### src/rtl/pipelined_barrel.sv
`default_nettype none
// ============================================================================
//  Module      : pipelined_barrel
//  Description : Two-stage pipelined barrel shifter (LSL/LSR/ASR/ROR/ROL)
//                with carry-out and zero flags and valid/ready handshakes
//                on both the operand and the result side.
//  Revision    : 1.0 - initial release
// ============================================================================
module pipelined_barrel #(
  parameter int WIDTH = 16,
  parameter int SW    = $clog2(WIDTH)
) (
  input  logic             clock,
  input  logic             reset,
  input  logic             in_valid,
  output logic             in_ready,
  input  logic [2:0]       shift_type,
  input  logic [SW-1:0]    shift,
  input  logic [WIDTH-1:0] data_in,
  output logic             out_valid,
  input  logic             out_ready,
  output logic [WIDTH-1:0] data_out,
  output logic             carry_out,
  output logic             zero
);

  // The shift amount is split into a coarse part (upper bits, applied in
  // stage 1) and a residual part (lower bits, applied in stage 2).
  localparam int c_LO_BITS = SW / 2;
  localparam int c_HI_BITS = SW - c_LO_BITS;

  localparam logic [2:0] c_OP_LSL = 3'b000;
  localparam logic [2:0] c_OP_LSR = 3'b001;
  localparam logic [2:0] c_OP_ASR = 3'b010;
  localparam logic [2:0] c_OP_ROR = 3'b011;
  localparam logic [2:0] c_OP_ROL = 3'b100;

  // One shift step of the requested kind. Rotations use a doubled copy of
  // the operand so no wrap-around arithmetic on the amount is needed.
  // Unknown op codes pass the operand through unchanged.
  function automatic logic [WIDTH-1:0] f_shift(
    input logic [2:0]       op,
    input logic [WIDTH-1:0] d,
    input logic [SW-1:0]    amt
  );
    logic [2*WIDTH-1:0] dd;
    logic [2*WIDTH-1:0] rr;
    logic [WIDTH-1:0]   res;
    dd  = {d, d};
    rr  = '0;
    res = d;
    case (op)
      c_OP_LSL: res = d << amt;
      c_OP_LSR: res = d >> amt;
      c_OP_ASR: res = $unsigned($signed(d) >>> amt);
      c_OP_ROR: begin
        rr  = dd >> amt;
        res = rr[WIDTH-1:0];
      end
      c_OP_ROL: begin
        rr  = dd << amt;
        res = rr[2*WIDTH-1:WIDTH];
      end
      default:  res = d;
    endcase
    return res;
  endfunction

  // Pipeline state
  logic                 r_s1_valid;
  logic [2:0]           r_s1_op;
  logic [WIDTH-1:0]     r_s1_data;
  logic [c_LO_BITS-1:0] r_s1_fine;
  logic                 r_s1_carry;

  logic                 r_s2_valid;
  logic [WIDTH-1:0]     r_data_out;
  logic                 r_carry_out;
  logic                 r_zero;

  // Combinational helpers
  logic                 w_en1;
  logic                 w_en2;
  logic [SW-1:0]        w_coarse_amt;
  logic [WIDTH-1:0]     w_coarse_data;
  logic [SW-1:0]        w_fine_amt;
  logic [WIDTH-1:0]     w_fine_data;
  logic [SW-1:0]        w_idx_hi;
  logic [SW-1:0]        w_idx_lo;
  logic                 w_carry;

  // A stage advances when it is empty or its downstream neighbour advances.
  assign w_en2    = !r_s2_valid || out_ready;
  assign w_en1    = !r_s1_valid || w_en2;
  assign in_ready = w_en1;

  // Coarse amount keeps only the upper bits; residual is zero-extended.
  assign w_coarse_amt  = {shift[SW-1:c_LO_BITS], {c_LO_BITS{1'b0}}};
  assign w_coarse_data = f_shift(shift_type, data_in, w_coarse_amt);
  assign w_fine_amt    = {{c_HI_BITS{1'b0}}, r_s1_fine};
  assign w_fine_data   = f_shift(r_s1_op, r_s1_data, w_fine_amt);

  // Bit positions of the last bit shifted out: WIDTH-n (left moves) and
  // n-1 (right moves), both taken modulo WIDTH; only used when n != 0.
  assign w_idx_hi = SW'(0) - shift;
  assign w_idx_lo = shift - SW'(1);

  // Carry is fully determined by the original operand and the whole amount,
  // so it is resolved in stage 1. ROR's result MSB and ROL's result LSB are
  // the same bits as data_in[n-1] and data_in[WIDTH-n] respectively.
  always_comb begin
    w_carry = 1'b0;
    if (shift != '0) begin
      case (shift_type)
        c_OP_LSL, c_OP_ROL:           w_carry = data_in[w_idx_hi];
        c_OP_LSR, c_OP_ASR, c_OP_ROR: w_carry = data_in[w_idx_lo];
        default:                      w_carry = 1'b0;
      endcase
    end
  end

  // Stage-1 valid bit follows the offered operand whenever the stage advances.
  always_ff @(posedge clock or posedge reset) begin
    if (reset) begin
      r_s1_valid <= 1'b0;
    end else if (w_en1) begin
      r_s1_valid <= in_valid;
    end
  end

  // Stage-1 payload; its contents are irrelevant while the valid bit is low.
  always_ff @(posedge clock) begin
    if (w_en1) begin
      r_s1_op    <= shift_type;
      r_s1_data  <= w_coarse_data;
      r_s1_fine  <= shift[c_LO_BITS-1:0];
      r_s1_carry <= w_carry;
    end
  end

  // Stage 2 finishes the shift and registers the result with its flags;
  // holding w_en2 low during a stall keeps all outputs bit-stable.
  always_ff @(posedge clock or posedge reset) begin
    if (reset) begin
      r_s2_valid  <= 1'b0;
      r_data_out  <= '0;
      r_carry_out <= 1'b0;
      r_zero      <= 1'b0;
    end else if (w_en2) begin
      r_s2_valid  <= r_s1_valid;
      r_data_out  <= w_fine_data;
      r_carry_out <= r_s1_carry;
      r_zero      <= (w_fine_data == '0);
    end
  end

  assign out_valid = r_s2_valid;
  assign data_out  = r_data_out;
  assign carry_out = r_carry_out;
  assign zero      = r_zero;

endmodule
`default_nettype wire

### config.mk
export PLATFORM = sky130hd
export DESIGN_NAME = pipelined_barrel
export DESIGN_NICKNAME = d
export VERILOG_FILES = /design/src/rtl/pipelined_barrel.sv
export SDC_FILE = /design/constraint.sdc
export NUM_CORES = 1
export LEC_CHECK = 0
export CAP_MARGIN = 10
export CORE_UTILIZATION = 30
export DETAILED_ROUTE_END_ITERATION = 7
export MAX_ROUTING_LAYER = met4
export PLACE_DENSITY = 0.47
export SKIP_LAST_GASP = 1
export SLEW_MARGIN = 10
export SYNTH_ARGS = -nofsm -noshare
export SYNTH_HDL_FRONTEND = slang
export SYNTH_SLANG_ARGS = --single-unit
### constraint.sdc
create_clock -name clock -period 6.2 [get_ports clock]
set_clock_uncertainty 0.15 [all_clocks]
set_input_delay 0.62 -clock clock [delete_from_list [all_inputs] [get_ports clock]]
set_output_delay 0.62 -clock clock [all_outputs]
set_load 0.005 [all_outputs]
==> run_results.csv, run 1 <==
group,metric,value,unit
min_path,hold_depth,2,
worst_setup_path,max_stage_delay,800,ps
final_layout,syn_to_final_growth,17.28,%
power,p_sw_share,33.35,%
placed_design,hpwl,9074,microns
clocking,clkLatencyLatePin,270,ps
clocking,cts_sinks,42,
synth,synth_area_leaders,"edfxtp_1 (17%), dfrtp_1 (13%), nand2_1 (7.5%), a21oi_1 (6.6%), mux4_2 (6.3%)",
grt,track_usage,19.70,%
final_layout,drive_above_1_share,7.905,%
clocking,cts_tree,"built",
final_layout,fin_nets,533,
synth,netlist.area_leader.share,16.87,%
sta,hold_viol_final,0,
die,initial_core_util,30.91,%
sta,final_max_slew_viol_count,0,
min_path,hold_end,"carry_out",
power,p_leak,1.683,nW
grt,grt_antenna_before_repair,0,
sta,period_share,55.20,%
detailed_routing,drt_first_pass_iters,5,
worst_setup_path,setup.worst_path.class,"in2reg",
power,p_comb_share,35.6,%
clocking,htreeDepth,2,
worst_setup_path,path_delay_family,"multiplexers",
worst_setup_path,critPathMaxFanout,11,
synth,synth_edf_count,22,
clocking,cts_inserted_buffers,5,
grt,grt_pass1_wl,20110,microns
worst_setup_path,rr_endpoint,"zero",
worst_setup_path,start_kind,"input pin",
sta,finalWorstSetupSlack,2777,ps
worst_setup_path,path_common_cell,"mux4_2",
synth,ys_seq_area_share,29.65,%
run,maxCapViolations,0,
min_path,hp-class,"reg2reg",
detailed_routing,drc,0,
placed_design,place_area,4442,sq um
worst_setup_path,required,6080,ps
sta,rsz0062_at_grt,"false",
synth,yosysWarnings,0,
detailed_routing,ant_nets,0,
grt,grt_pass1_vias,3667,
worst_setup_path,ff2ff_path_depth,7,
die,pin_count,47,
power,p_seq_share,38.7,%
clocking,root_buffer,"clkbuf_16",
worst_setup_path,r2r_start,"r_s1_op[2]",
grt,grt_max_degree,46,
worst_setup_path,slowest_stage,"clkdlybuf4s50_1",
worst_setup_path,timing.reg2reg.setup_slack,3580,ps
detailed_routing,dr.first_iter.drc_count,295,
power,ir_drop,0.0001031,V
die,die_x,116.3,microns
sta,setup_viol,0,
synth,avgSynthCellArea,8.009,sq um
power,netSwitchingPower,338.5,uW
synth,synth_top_area_cell,"edfxtp_1",
synth,syn_area,3916,sq um
clocking,hold_buffers,0,
die,rows,41,
final_layout,fin_area,4593,sq um
worst_setup_path,crit_path_end_kind,"flip-flop",
clocking,cts.clk_slew.worst_paths,60,ps
detailed_routing,vias,3899,
die,die_area,13520,sq um
sta,relSlewSlack,48.17,%
synth,synth-async-reset-ratio,47.62,%
sta,tns,0,ps
synth,netlist_instances,489,
worst_setup_path,crit_chain,"clkdlybuf4s50_1, inv_1, ha_1, mux4_2, mux4_2, a22oi_1, a21oi_1",
detailed_routing,drt-wirelength-per-cell,18.37,microns
detailed_routing,routed_via_density,5.751,
sta,whs,311.6,ps
final_layout,num-fill-cells,1330,
worst_setup_path,crit_arrival,3300,ps
synth,syn-num-nets,517,
final_layout,postLayoutCoreUtil,36.25,%
clocking,cts_buffer_depth,2,
die,core_area,12670,sq um
synth,synth_top_flop_cell,"edfxtp_1",
synth,netlist-cell-type-count,58,
grt,grt.overflow.total,0,
clocking,post_cts_buffers,0,
power,internal_power,676.4,uW
sta,min_period,3423,ps
detailed_routing,totalWireLength,12460,microns
placed_design,portBuffers,46,
sta,worst_pin_slew,776.6,ps
worst_setup_path,crit_buf_inv,2,
power,clkPwrFrac,25.8,%
sta,fmax,292.2,MHz
placed_design,place_ws,2434,ps
min_path,min_from,"r_s1_carry",
synth,ys_ff_latch,42,
outcome,run_status,"complete, no violations",
die,fp.dieH,116.3,microns
clocking,cts_resized,0,
final_layout,diodes,0,
placed_design,place_congestion,0.9055,
power,powerDensity,221.0,nW/um^2
[cell usage in the layout (no fill, tap or decap), types with 3 or more instances in the layout]
cell and n:
nand2_1 78, a21oi_1 52, clkdlybuf4s50_1 46, nor2_1 30, o21ai_0 30, edfxtp_1 22, dfrtp_1 20, nor2b_1 16
a31oi_1 16, mux2i_1 16, nand2b_1 13, nand3_1 11, mux4_2 11, a22oi_1 11, o22ai_1 10, inv_1 9
buf_4 9, nor3_1 7, a211oi_1 7, a221oi_1 6, o22a_1 6, o221ai_1 5, mux2_2 5, o2bb2ai_1 5
clkbuf_16 5, or3_1 4, o21a_1 4, a21o_1 4, o21ai_1 3, o211ai_1 3, and2_1 3, o221a_2 3
o2111ai_1 3, a22o_1 3
[worst min-delay path, delay by kind of cell (launching register included)]
family | cells | cell delay (ps)
DFF | 1 | 320
and+or+nand+nor | 2 | 100
[per-stage QoR]
step,cells,power (mW)
3_5_place_dp,670,0.7561
3_3_place_gp,670,0.7545
5_1_grt,678,1.080
2_1_floorplan,489,0.6110
4_1_cts,678,1.021
6_report,678,1.015
[registers in the layout, summed over array words and instances (netlist names), 2 cells and up]
name	count
data_out	16
r_s1_fine	2
r_s1_op	3
r_s1_data	16
[power groups by stage]
stage | clock, mW | combinational [mW] | sequential, mW
2_1_floorplan | 0 | 0.234 | 0.377
5_1_grt | 0.281 | 0.401 | 0.398
3_3_place_gp | 0 | 0.358 | 0.396
3_5_place_dp | 0 | 0.359 | 0.397
4_1_cts | 0.269 | 0.361 | 0.392
6_report | 0.261 | 0.361 | 0.392
[routing by layer]
| layer | share of wire, % | GRT usage (%) | vias to the layer above |
|---|---|---|---|
| met5 | 0 | - | - |
| met2 | 48 | 32.47 | 160 |
| met4 | 2.7 | 5.983 | 0 |
| met3 | 5.7 | 1.920 | 27 |
| met1 | 43 | 25.48 | 1845 |
| li1 | - | - | 1867 |
[synth_stat cells, types with 5 or more instances]
cell,number
dfrtp_1,20
nand2_1,78
mux2i_1,16
nand2b_1,13
nand3_1,11
inv_1,9
mux4_2,11
clkbuf_1,31
a31oi_1,16
nor2_1,30
o2bb2ai_1,5
edfxtp_1,22
o21ai_0,30
nor2b_1,16
nor3_1,7
a221oi_1,6
a211oi_1,7
o221ai_1,5
o22a_1,6
mux2_2,5
o22ai_1,10
a22oi_1,11
buf_2,7
a21oi_1,52
[worst max path at each step]
stage / start / to / slack, ps / cells after the start
finish: shift[0] / r_s1_carry / 2780 / 7
CTS: shift[0] / r_s1_carry / 2730 / 7
global route: shift[0] / r_s1_carry / 2600 / 7
floorplan: shift[0] / r_s1_carry / 3060 / 8
detailed placement: shift[0] / r_s1_carry / 2430 / 7
global placement: shift[0] / r_s1_carry / 2500 / 7
[area by class of cell]
type	instances	area, sq um	share of cell area, %
Clock buffer	7	142.6	3.105
Inverter	9	33.78	0.7355
Sequential cell	42	1161	25.28
Clock inverter	1	8.758	0.1907
Multi-Input combinational cell	392	2504	54.51
Tap cell	172	215.2	4.685
Timing Repair Buffer	55	528.0	11.50
[cell families after synthesis]
kind of cell	synth area share, %
buf+inv	6.421
fa+ha+maj	0.3194
compound gates	30.22
xor+xnor	0.4474
mux	11.85
simple gates	21.09
flops	29.65
(Power assumes the default switching activity.)
==> run 2, diff against run 1 <==
==> constraint.sdc (replaced) <==
create_clock -name clock -period 3.4 [get_ports clock]
set_clock_uncertainty 0.15 [all_clocks]
set_input_delay 0.34 -clock clock [delete_from_list [all_inputs] [get_ports clock]]
set_output_delay 0.34 -clock clock [all_outputs]
set_load 0.005 [all_outputs]
==> run_results.csv, run 2 (synthesized netlist as in run 1, its figures left out) <==
group,metric,value,unit
grt,track_usage,20.10,%
worst_setup_path,path_delay_family,"multiplexers",
die,fp.dieH,116.3,microns
sta,relSlewSlack,49.45,%
worst_setup_path,crit_chain,"clkdlybuf4s50_1, inv_1, ha_1, mux4_2, mux4_2, a22oi_1, a21oi_1",
die,pin_count,47,
detailed_routing,routed_via_density,5.707,
detailed_routing,drt_first_pass_iters,7,
detailed_routing,vias,3938,
sta,hold_viol_final,0,
sta,finalWorstSetupSlack,608.6,ps
die,die_x,116.3,microns
final_layout,num-fill-cells,1322,
placed_design,hpwl,9583,microns
worst_setup_path,max_stage_delay,550,ps
placed_design,place_congestion,0.8924,
grt,grt_pass1_vias,3716,
run,maxCapViolations,0,
sta,fmax,358.2,MHz
min_path,hp-class,"reg2reg",
die,core_area,12670,sq um
outcome,run_status,"complete, no violations",
sta,worst_pin_slew,757.4,ps
power,p_leak,1.753,nW
die,die_area,13520,sq um
placed_design,portBuffers,46,
clocking,post_cts_buffers,0,
sta,period_share,82.10,%
final_layout,final_common_cell,"nand2_1",
detailed_routing,totalWireLength,12670,microns
clocking,cts_tree,"built",
final_layout,diodes,0,
clocking,cts_sinks,42,
final_layout,mostFrequentLayoutCells,"nand2_1 (78), a21oi_1 (52), clkdlybuf4s50_1 (46), nor2_1 (30), o21ai_0 (30)",
grt,grt_pass1_wl,20370,microns
grt,grt_antenna_before_repair,0,
detailed_routing,dr.first_iter.drc_count,336,
clocking,clkLatencyLatePin,280,ps
worst_setup_path,crit_path_end_kind,"flip-flop",
sta,tns,0,ps
clocking,cts_resized,0,
detailed_routing,drt-wirelength-per-cell,18.36,microns
clocking,hold_buffers,0,
power,ir_drop,0.0002452,V
die,initial_core_util,30.91,%
placed_design,place_ws,313.0,ps
clocking,cts_buffer_depth,2,
final_layout,syn_to_final_growth,20.22,%
worst_setup_path,critPathMaxFanout,8,
worst_setup_path,setup.worst_path.class,"in2reg",
clocking,cts_inserted_buffers,5,
clocking,htreeDepth,2,
final_layout,fin_nets,545,
sta,min_period,2791,ps
clocking,root_buffer,"clkbuf_16",
sta,setup_viol,0,
detailed_routing,drc,0,
grt,grt.overflow.total,0,
worst_setup_path,crit_arrival,2670,ps
final_layout,drive_above_1_share,10.23,%
worst_setup_path,slowest_stage,"mux4_2",
final_layout,register_area,1161,sq um
grt,grt_max_degree,46,
worst_setup_path,start_kind,"input pin",
worst_setup_path,path_common_cell,"mux4_2",
detailed_routing,ant_nets,0,
clocking,cts.clk_slew.worst_paths,60,ps
sta,final_max_slew_viol_count,0,
die,rows,41,
worst_setup_path,required,3280,ps
power,powerDensity,402.8,nW/um^2
worst_setup_path,crit_buf_inv,2,
final_layout,multi_input_area,2504,sq um
sta,rsz0062_at_grt,"false",
[run 2: changes by cell type in the layout (fill, tap and decap cells not counted), sizes merged]
cell and delta:
buf +12, clkbuf -1, clkinv +1
[run 2: tightest hold or removal path: stages (launching register included)]
cell	delay, ps
edfxtp_1	320
nand2_1	50
nand2_1	60
[run 2: cell type report]
type | count | share of cell area, %
Tap cell | 172 | 4.571
Clock inverter | 2 | 0.2923
Clock buffer | 6 | 3.189
Sequential cell | 42 | 24.66
Timing Repair Buffer | 67 | 13.39
Multi-Input combinational cell | 392 | 53.18
Inverter | 9 | 0.7175
[run 2: power breakdown]
part	internal [mW]	total (mW)	switching [mW]
logic	0.324	0.678	0.354
clock network	0.318	0.510	0.193
registers	0.627	0.708	0.0813
[run 2: path summary, 6_finish.rpt]
check | slack, ps | depth (start not counted) | startpoint | endpoint
max | 610 | 7 | shift[1] | r_s1_carry
min | 310 | 2 | r_s1_carry | carry_out
max reg2reg | 850 | 7 | r_s1_op[2] | zero
min reg2reg | 310 | 2 | r_s1_carry | carry_out
max in group asynchronous | 2270 | 2 | reset | data_out[9]
min in group asynchronous | 350 | 2 | reset | data_out[1]
[run 2: routing by layer]
| metal | part of all wire, % | wire [microns] | GRT usage (%) |
|---|---|---|---|
| met5 | 0 | 0 | - |
| met4 | 3.3 | 414 | 7.521 |
| met3 | 3.9 | 496 | 1.297 |
| met2 | 50 | 6316 | 33.89 |
| met1 | 43 | 5444 | 25.26 |
[run 2: stage by stage]
stage | util [%] | area, sq um | std cells | total power, mW | hold slack (ps)
floorplan | - | 3916 | 489 | 1.114 | 153.8
global placement | 35.86 | 4544 | 682 | 1.395 | 295.8
detailed placement | 35.86 | 4544 | 682 | 1.395 | 300.7
CTS | 37.16 | 4708 | 690 | 1.916 | 317.0
global route | 37.16 | 4708 | 690 | 2.012 | 331.0
finish | 37.16 | 4708 | 690 | 1.897 | 314.4
==> run 3, diff against run 2 <==
==> constraint.sdc (replaced) <==
create_clock -name clock -period 2.8 [get_ports clock]
set_clock_uncertainty 0.15 [all_clocks]
set_input_delay 0.28 -clock clock [delete_from_list [all_inputs] [get_ports clock]]
set_output_delay 0.28 -clock clock [all_outputs]
set_load 0.005 [all_outputs]
==> run_results.csv, run 3 (synthesized netlist as in run 1, its figures left out) <==
group,metric,value,unit
outcome,run_status,"complete, no violations",
power,p_total,2.278,mW
sta,rsz0062_at_grt,"false",
worst_setup_path,timing.reg2reg.setup_slack,300,ps
sta,final_max_slew_viol_count,0,
grt,grt_antenna_before_repair,0,
sta,tns,0,ps
worst_setup_path,crit_arrival,2500,ps
sta,worst_pin_slew,745.8,ps
detailed_routing,drt_first_pass_iters,5,
die,initial_core_util,30.91,%
worst_setup_path,crit_path_start,"shift[1]",
power,powerDensity,466.4,nW/um^2
placed_design,hpwl,10140,microns
clocking,cts_sinks,42,
final_layout,final_common_cell,"nand2_1",
worst_setup_path,crit_chain,"clkdlybuf4s50_1, inv_1, ha_1, buf_4, mux4_2, mux4_2, a22oi_1, a21oi_1",
power,ir_drop,0.0002111,V
die,fp.dieH,116.3,microns
die,core_area,12670,sq um
worst_setup_path,crit_cells,8,
clocking,cts_resized,0,
placed_design,place_congestion,0.9144,
detailed_routing,vias,4096,
worst_setup_path,required,2680,ps
sta,fmax,382.2,MHz
worst_setup_path,endpoint,"r_s1_carry",
sta,hold_viol_final,0,
clocking,cts.clk_slew.worst_paths,60,ps
grt,grt_pass1_wl,21220,microns
final_layout,fin_nets,568,
worst_setup_path,crit_buf_inv,3,
detailed_routing,totalWireLength,13230,microns
clocking,htreeDepth,2,
worst_setup_path,r2r_start,"r_s1_op[0]",
detailed_routing,routed_via_density,5.745,
sta,period_share,93.45,%
detailed_routing,drt-wirelength-per-cell,18.55,microns
final_layout,diodes,0,
final_layout,syn_to_final_growth,24.73,%
grt,track_usage,21.03,%
power,p_leak,1.861,nW
worst_setup_path,setup.worst_path.class,"in2reg",
clocking,cts_tree,"built",
worst_setup_path,max_stage_delay,510,ps
sta,relSlewSlack,50.22,%
worst_setup_path,start_kind,"input pin",
worst_setup_path,critPathMaxFanout,7,
worst_setup_path,rr_endpoint,"zero",
detailed_routing,dr.first_iter.drc_count,370,
final_layout,drive_above_1_share,13.86,%
min_path,hp-class,"in2async",
worst_setup_path,path_delay_family,"multiplexers",
grt,grt.overflow.total,0,
grt,grt_pass1_vias,3887,
die,pin_count,47,
detailed_routing,ant_nets,0,
final_layout,fin_area,4885,sq um
final_layout,mostFrequentLayoutCells,"nand2_1 (78), a21oi_1 (52), clkdlybuf4s50_1 (46), buf_4 (41)",
clocking,post_cts_buffers,0,
detailed_routing,drc,0,
die,die_x,116.3,microns
worst_setup_path,slowest_stage,"mux4_2",
placed_design,place_ws,-99.26,ps
grt,grt_max_degree,46,
worst_setup_path,ff2ff_path_depth,7,
clocking,clkLatencyLatePin,280,ps
clocking,cts_inserted_buffers,5,
clocking,cts_buffer_depth,2,
placed_design,place_area,4742,sq um
sta,setup_viol,0,
clocking,root_buffer,"clkbuf_16",
sta,min_period,2617,ps
placed_design,portBuffers,46,
clocking,hold_buffers,0,
die,rows,41,
worst_setup_path,path_common_cell,"mux4_2",
sta,whs,286.6,ps
run,maxCapViolations,0,
die,die_area,13520,sq um
worst_setup_path,crit_path_end_kind,"flip-flop",
sta,finalWorstSetupSlack,183.4,ps
[run 3: layout make-up]
type | count | area [sq um]
clock buffer | 6 | 128.9
clock inverter | 2 | 13.76
fill | 1338 | 7786
inverter | 9 | 33.78
multi-input combinational | 392 | 2504
sequential | 42 | 1161
tap | 172 | 215.2
timing repair buffer | 90 | 828.3
[run 3: where the power goes]
group / leakage (nW) / internal (mW) / switching, mW / total, mW
clock network: 0.0708 / 0.330 / 0.222 / 0.552
registers: 0.466 / 0.761 / 0.0995 / 0.861
logic: 1.32 / 0.422 / 0.444 / 0.865
[run 3: worst min-delay path by stage]
stage	endpoint	cells after the start	startpoint	slack [ps]
2_1_floorplan	carry_out	1	reset	90
3_3_place_gp	carry_out	2	r_s1_carry	290
3_5_place_dp	carry_out	2	r_s1_carry	300
4_1_cts	data_out[4]	2	reset	310
5_1_grt	carry_out	2	r_s1_carry	340
6_report	data_out[3]	2	reset	290
[run 3: metal layers]
layer	part of all wire, %	GRT usage [%]
met2	49	35.50
met4	4.0	10.00
met3	4.1	1.816
met1	43	25.31
met5	0	-
[run 3: stage by stage]
step / util (%) / instances
2_1_floorplan: - / 489
3_3_place_gp: 37.42 / 705
3_5_place_dp: 37.42 / 705
4_1_cts: 38.55 / 713
5_1_grt: 38.55 / 713
6_report: 38.55 / 713
